File: config.mk
export PLATFORM = sky130hd
export DESIGN_NAME = conv_window_gen_3x3_flat
export DESIGN_NICKNAME = d
export VERILOG_FILES = /design/src/rtl/conv_pkg.sv /design/src/rtl/conv_window_gen_3x3_if.sv /design/src/rtl/conv_window_gen_3x3_line_buf_row.sv /design/src/rtl/conv_window_gen_3x3.sv /design/src/flat_wrapper.sv
export SDC_FILE = /design/constraint.sdc
export NUM_CORES = 1
export LEC_CHECK = 0
export ABC_AREA = 0
export BUFFER_PORTS_ARGS = -buffer_cell sky130_fd_sc_hd__buf_2
export CORE_MARGIN = 2
export CORE_UTILIZATION = 25
export DETAILED_ROUTE_END_ITERATION = 16
export SETUP_SLACK_MARGIN = 0.15
export SLEW_MARGIN = 20
export SYNTH_ARGS = -nofsm -noshare
export SYNTH_HDL_FRONTEND = slang
export SYNTH_SLANG_ARGS = --single-unit
File: constraint.sdc
create_clock -name clk -period 8.3 [get_ports clk]
set_input_delay 0.415 -clock clk [delete_from_list [all_inputs] [get_ports clk]]
set_output_delay 0.415 -clock clk [all_outputs]
set_load 0.01 [all_outputs]
File: src/rtl/conv_pkg.sv
// Shared definitions for the 3x3 window generator and the convolution stage.
// Latency: n/a (types and constants only).
// Backpressure: n/a.
package conv_pkg;

  localparam int PIX_W     = 8;
  localparam int IMG_W_DEF = 28;
  localparam int IMG_H_DEF = 28;

  // Window tap order; conv weights_data[8k+7:8k] pairs with tap k.
  // Row-major: top row (r-2) first, left column (c-2) first.
  localparam int TAP_TL = 0;
  localparam int TAP_TM = 1;
  localparam int TAP_TR = 2;
  localparam int TAP_ML = 3;
  localparam int TAP_MM = 4;
  localparam int TAP_MR = 5;
  localparam int TAP_BL = 6;
  localparam int TAP_BM = 7;
  localparam int TAP_BR = 8;
  localparam int N_TAPS = 9;

  typedef logic [PIX_W-1:0] pix_t;
  typedef logic [N_TAPS-1:0][PIX_W-1:0] win_t;

endpackage

File: src/rtl/conv_window_gen_3x3_if.sv
// Pixel-in / window-out signal bundle for conv_window_gen_3x3.
// Latency: n/a (wiring only).
// Backpressure: none; the window consumer is always ready.
interface conv_window_gen_3x3_if
  import conv_pkg::*;
#(
  parameter int IMG_W = IMG_W_DEF,
  parameter int IMG_H = IMG_H_DEF
);

  logic                     pix_valid;
  pix_t                     pix_data;
  logic                     pix_sof;
  logic                     win_valid;
  win_t                     win;      // win[k] is tap win_k
  logic                     win_last;
  logic [$clog2(IMG_W)-1:0] col_idx;
  logic [$clog2(IMG_H)-1:0] row_idx;

  // Pixel source side.
  modport master (
    output pix_valid, pix_data, pix_sof,
    input  win_valid, win, win_last, col_idx, row_idx
  );

  // Window generator side.
  modport slave (
    input  pix_valid, pix_data, pix_sof,
    output win_valid, win, win_last, col_idx, row_idx
  );

endinterface

File: src/rtl/conv_window_gen_3x3_line_buf_row.sv
// One image-row delay line: DEPTH entries of WIDTH bits, shared read/write address.
// Latency: read is combinational; a same-cycle write lands on the clock edge, so reads see old data.
// Backpressure: none; writes whenever we is high.
module line_buf_row
  import conv_pkg::*;
#(
  parameter int DEPTH = IMG_W_DEF,
  parameter int WIDTH = PIX_W
) (
  input  logic                     clk,
  input  logic                     we,
  input  logic [$clog2(DEPTH)-1:0] addr,
  input  logic [WIDTH-1:0]         wdata,
  output logic [WIDTH-1:0]         rdata
);

  // Storage is deliberately unreset: every entry is written in a frame before it is read.
  logic [WIDTH-1:0] mem [DEPTH];

  assign rdata = mem[addr];

  // Write the new value after the old one has been presented on rdata.
  always_ff @(posedge clk) begin
    if (we) mem[addr] <= wdata;
  end

endmodule

File: src/rtl/conv_window_gen_3x3.sv
// Raster pixel stream to 3x3 sliding window (valid-only, no padding) for the conv stage.
// Latency: 1 clk from accepted pixel to taps / win_valid / win_last.
// Backpressure: none; every pix_valid beat is accepted and downstream is always ready.
module conv_window_gen_3x3
  import conv_pkg::*;
#(
  parameter int IMG_W = IMG_W_DEF,
  parameter int IMG_H = IMG_H_DEF
) (
  input  logic                  clk,
  input  logic                  rst_n,
  conv_window_gen_3x3_if.slave  io
);

  localparam int CW = $clog2(IMG_W);
  localparam int RW = $clog2(IMG_H);

  logic          accept;
  logic          sof;
  logic [CW-1:0] col_q, eff_col, col_nxt;
  logic [RW-1:0] row_q, eff_row, row_nxt;
  logic          col_end, row_end;
  pix_t          tap_top, tap_mid;
  win_t          win_q;
  logic          win_valid_q, win_last_q;

  assign accept = io.pix_valid;
  assign sof    = io.pix_valid & io.pix_sof;

  // Position of the pixel on the bus: sof overrides the counters with (0,0).
  always_comb begin
    eff_col = sof ? '0 : col_q;
    eff_row = sof ? '0 : row_q;
    col_end = (eff_col == CW'(IMG_W - 1));
    row_end = (eff_row == RW'(IMG_H - 1));
    col_nxt = col_end ? '0 : eff_col + 1'b1;
    row_nxt = eff_row;
    if (col_end) row_nxt = row_end ? '0 : eff_row + 1'b1;
  end

  // lb1 holds the previous row, lb2 the row before it; lb2 is fed by lb1's old data.
  line_buf_row #(.DEPTH(IMG_W), .WIDTH(PIX_W)) u_lb1 (
    .clk   (clk),
    .we    (accept),
    .addr  (eff_col),
    .wdata (io.pix_data),
    .rdata (tap_mid)
  );

  line_buf_row #(.DEPTH(IMG_W), .WIDTH(PIX_W)) u_lb2 (
    .clk   (clk),
    .we    (accept),
    .addr  (eff_col),
    .wdata (tap_mid),
    .rdata (tap_top)
  );

  // Advance counters, shift the window left by one column and flag complete windows.
  always_ff @(posedge clk or negedge rst_n) begin
    if (!rst_n) begin
      col_q       <= '0;
      row_q       <= '0;
      win_q       <= '0;
      win_valid_q <= 1'b0;
      win_last_q  <= 1'b0;
    end else begin
      // Only interior positions form a full window; row-wrap columns 0/1 never qualify.
      win_valid_q <= accept && (eff_row >= RW'(2)) && (eff_col >= CW'(2));
      win_last_q  <= accept && row_end && col_end;
      if (accept) begin
        col_q <= col_nxt;
        row_q <= row_nxt;
        if (sof) begin
          win_q <= '0;
        end else begin
          win_q[TAP_TL] <= win_q[TAP_TM];
          win_q[TAP_TM] <= win_q[TAP_TR];
          win_q[TAP_TR] <= tap_top;
          win_q[TAP_ML] <= win_q[TAP_MM];
          win_q[TAP_MM] <= win_q[TAP_MR];
          win_q[TAP_MR] <= tap_mid;
          win_q[TAP_BL] <= win_q[TAP_BM];
          win_q[TAP_BM] <= win_q[TAP_BR];
          win_q[TAP_BR] <= io.pix_data;
        end
      end
    end
  end

  assign io.win_valid = win_valid_q;
  assign io.win_last  = win_last_q;
  assign io.win       = win_q;
  assign io.col_idx   = col_q;
  assign io.row_idx   = row_q;

endmodule
File: src/flat_wrapper.sv
// flat-port wrapper written by rule: the top's interface ports become plain ports
module conv_window_gen_3x3_flat import conv_pkg::*;
#(
  parameter int IMG_W = IMG_W_DEF,
  parameter int IMG_H = IMG_H_DEF
)
  (clk, rst_n, io_pix_valid, io_pix_data, io_pix_sof, io_win_valid, io_win, io_win_last, io_col_idx, io_row_idx);
  conv_window_gen_3x3_if #(.IMG_W(IMG_W), .IMG_H(IMG_H)) io_i ();
  input  logic clk;
  input  logic rst_n;
  input wire logic [$bits(io_i.pix_valid)-1:0] io_pix_valid;
  input wire logic [$bits(io_i.pix_data)-1:0] io_pix_data;
  input wire logic [$bits(io_i.pix_sof)-1:0] io_pix_sof;
  output wire logic [$bits(io_i.win_valid)-1:0] io_win_valid;
  output wire logic [$bits(io_i.win)-1:0] io_win;
  output wire logic [$bits(io_i.win_last)-1:0] io_win_last;
  output wire logic [$bits(io_i.col_idx)-1:0] io_col_idx;
  output wire logic [$bits(io_i.row_idx)-1:0] io_row_idx;
  assign io_i.pix_valid = io_pix_valid;
  assign io_i.pix_data = io_pix_data;
  assign io_i.pix_sof = io_pix_sof;
  assign io_win_valid = io_i.win_valid;
  assign io_win = io_i.win;
  assign io_win_last = io_i.win_last;
  assign io_col_idx = io_i.col_idx;
  assign io_row_idx = io_i.row_idx;
  conv_window_gen_3x3 #(.IMG_W(IMG_W), .IMG_H(IMG_H)) u_core (.clk(clk), .rst_n(rst_n), .io(io_i));
endmodule
==> results_dict.tcl <==
set metrics [dict create \
    cts-hold-fix-buffers 1 \
    clk_pin_slew_worst_paths_ns 0.06 \
    clk_latency_ns 0.62 \
    min_period_over_period_pct 47.1 \
    grt_pass1_wl_mm 90.1 \
    drc 0 \
    rows 107 \
    gp_congestion 0.834 \
    nNetsFinal 1489 \
    antenna_found_initial 7 \
    post_cts_resized 0 \
    wirelength_mm 62.4 \
    postRouteAntennaNets 0 \
    crit_fanout 58 \
    crit_path_start "u_core.io.col_idx[0]" \
    r2r_start "u_core.io.col_idx[0]" \
    ys_seq_area_share_pct 73.0 \
    root_buffer "clkbuf_16" \
    synth.distinct_cells 75 \
    critPathKind "reg2reg" \
    hold_path_class "in2async" \
    core_sq_um 84900 \
    finalSetupViolCount 0 \
    yosys_warnings 0 \
    wl_per_cell_um 23.4 \
    fillers 8468 \
    fin_crit_ns 3.91 \
    final_util_pct 29.3 \
    ys_top_cells_by_area "edfxtp_1 (63%), dfrtp_1 (9.9%), mux2i_1 (3.3%)" \
    yosysTopAreaCell "edfxtp_1" \
    die_h_um 296 \
    clock_sinks 532 \
    maxCapViolations 0 \
    reg2reg_depth 6 \
    crit_required_ns 8.54 \
    p_total_w 0.00683 \
    dp_hpwl_mm 36.8 \
    instances_no_fill 2663 \
    cts_tree "yes" \
    max_freq_mhz 256 \
    synth_area_sq_um 21300 \
    synth_edf_count 448 \
    hold_viol 0 \
    clock_skew_ns 0.0318 \
    rsz0062_at_grt "false" \
    status "complete, no violations" \
    reg2reg_slack_ns 4.39 \
    slew_headroom_pct 19.7 \
    post_cts_buffers 0 \
    crit_arrival_ns 4.15 \
    numPlacedInstances 2565 \
    initial_core_util_pct 25.1 \
    async_flop_share_pct 15.8 \
    drtIter0Drc 1625 \
    cp_slowest_cell "dfrtp_4" \
    io_pins 96 \
    p_leak_nw 8.69 \
    slew_violations 0 \
    grt_pass1_vias 12900 \
    peakVddDrop_v 0.000149 \
    power_density_nw_per_um2 274 \
    synthesis.nets 1390 \
    dr.pass1.iters 5 \
    yosysTopAreaCellShare_pct 63.1 \
    path_cells "a2bb2oi_4 > buf_4 > o221ai_1 > a21o_1 > a21oi_1 > a22o_1" \
    port_buffers 95 \
    ys_seq_elements 532 \
    path_delay_family "compound AO/OA/AOI/OAI gates" \
    synthCells 1378 \
    synth_ff_type "edfxtp_1" \
    clock_path_buffers 3 \
    ff_latch_area_sq_um 15600 \
    syn_avg_cell_area_sq_um 15.5 \
    crit_path_start_kind "flop" \
    fin_tns_setup_ns 0 \
    final_layout_size_suffix_gt1_share_pct 18.4 \
    antenna-diode-count 0 \
    slowest_delay_ns 1.00 \
    worstMarginPinSlew_ns 1.20 \
    vias 13400 \
    worstSetupEndpointType "flop" \
    htreeDepth 2 \
    cts_buffers 53 \
    grtUsageTotal_pct 13.9 \
    grt-ovfl-total 0 \
    grt_max_degree 126 \
    critical_path_buf_inv_count 1 \
    die-area_sq_um 87600 \
    multiInputGateArea_sq_um 5200 \
    area_delta_synth_final_pct 16.7 \
    via_per_inst 5.01 \
    die_x_um 296 \
    regToRegEndpoint "u_core.u_lb2.mem[8][5]" \
]
metal layers:
layer	vias to the layer above	wire, um	GRT usage (%)
li1	5674	-	-
met3	125	6900	4.24
met4	10	1860	4.32
met1	6800	26600	19.6
met2	742	27100	20.4
met5	-	50	0
kinds of logic after synthesis:
logic type,share of synthesized area [%]
multiplexers,4.87
buffers and inverters,3.08
XOR/XNOR,0.0822
flip-flops,73.0
AND/OR/NAND/NOR,5.41
AO/OA/AOI/OAI,13.6
registers in the layout, indices dropped and copies added, names as in the netlist:
name	cells
u_core.io.col_idx	5
u_core.io.row_idx	5
u_core.io.win	72
u_core.io.win_last	1
u_core.io.win_valid	1
u_core.u_lb1.mem	224
u_core.u_lb2.mem	224
how the worst max path moves through the flow:
stage,to,depth (start not counted)
after floorplan,u_core.u_lb1.mem[16][0],8
after global placement,u_core.u_lb2.mem[6][3],6
after detailed placement,u_core.u_lb2.mem[14][0],6
after CTS,u_core.u_lb2.mem[13][0],6
after global routing,u_core.u_lb2.mem[11][5],6
final,u_core.u_lb2.mem[8][5],6
per-stage QoR:
step / cell area [sq um] / setup slack [ns] / hold WS (ns)
after floorplan: 21300 / 4.86 / 0.119
after global placement: 23100 / 4.38 / 0.381
after detailed placement: 23100 / 4.40 / 0.387
after CTS: 24900 / 4.36 / 0.277
after global routing: 24900 / 4.28 / 0.309
final: 24900 / 4.39 / 0.286
power by group:
part	switching (W)	leakage (nW)	internal, W
clock network	0.00100	0.864	0.00142
logic	0.000812	2.66	0.000319
registers	0.0000967	5.16	0.00318
placed cells by master, fill, tap and decap left out, drive strengths merged, types with 29 or more instances in the layout:
cell type,n
o21ai,58
dfrtp,84
o221ai,46
nor2,107
a21oi,82
a22o,67
nand2,32
mux2i,71
edfxtp,448
buf,145
o22ai,29
clkbuf,80
layout make-up:
class                           instances  area share [%]
Multi-Input combinational cell        732            20.9
Timing Repair Buffer                  146            3.55
Clock buffer                           80            6.29
Inverter                               12           0.181
Sequential cell                       532            62.6
Clock inverter                         17           0.755
Tap cell                             1144            5.75
synthesized netlist by cell type, drive strengths merged (4+ instances only):
library cell  instances
a21boi                5
nor3                 16
mux2                 13
mux2i                71
o22ai                29
a22o                 67
nor2                107
buf                  78
nand2b               20
dfrtp                84
nor3b                 5
a221oi               10
a21o                  8
nand3                14
edfxtp              448
inv                  12
o221a                 5
mux4                  8
nand3b                5
clkbuf               24
o21ai                58
nor4                  8
a21oi                82
a211oi                9
a31oi                10
o2111ai               4
o211ai               15
nand2                32
o21a                  4
nand4                 6
a32o                  5
o2bb2ai               4
a221o                 7
nor2b                13
o221ai               46
No activity file was read; power rests on OpenSTA's default activity.
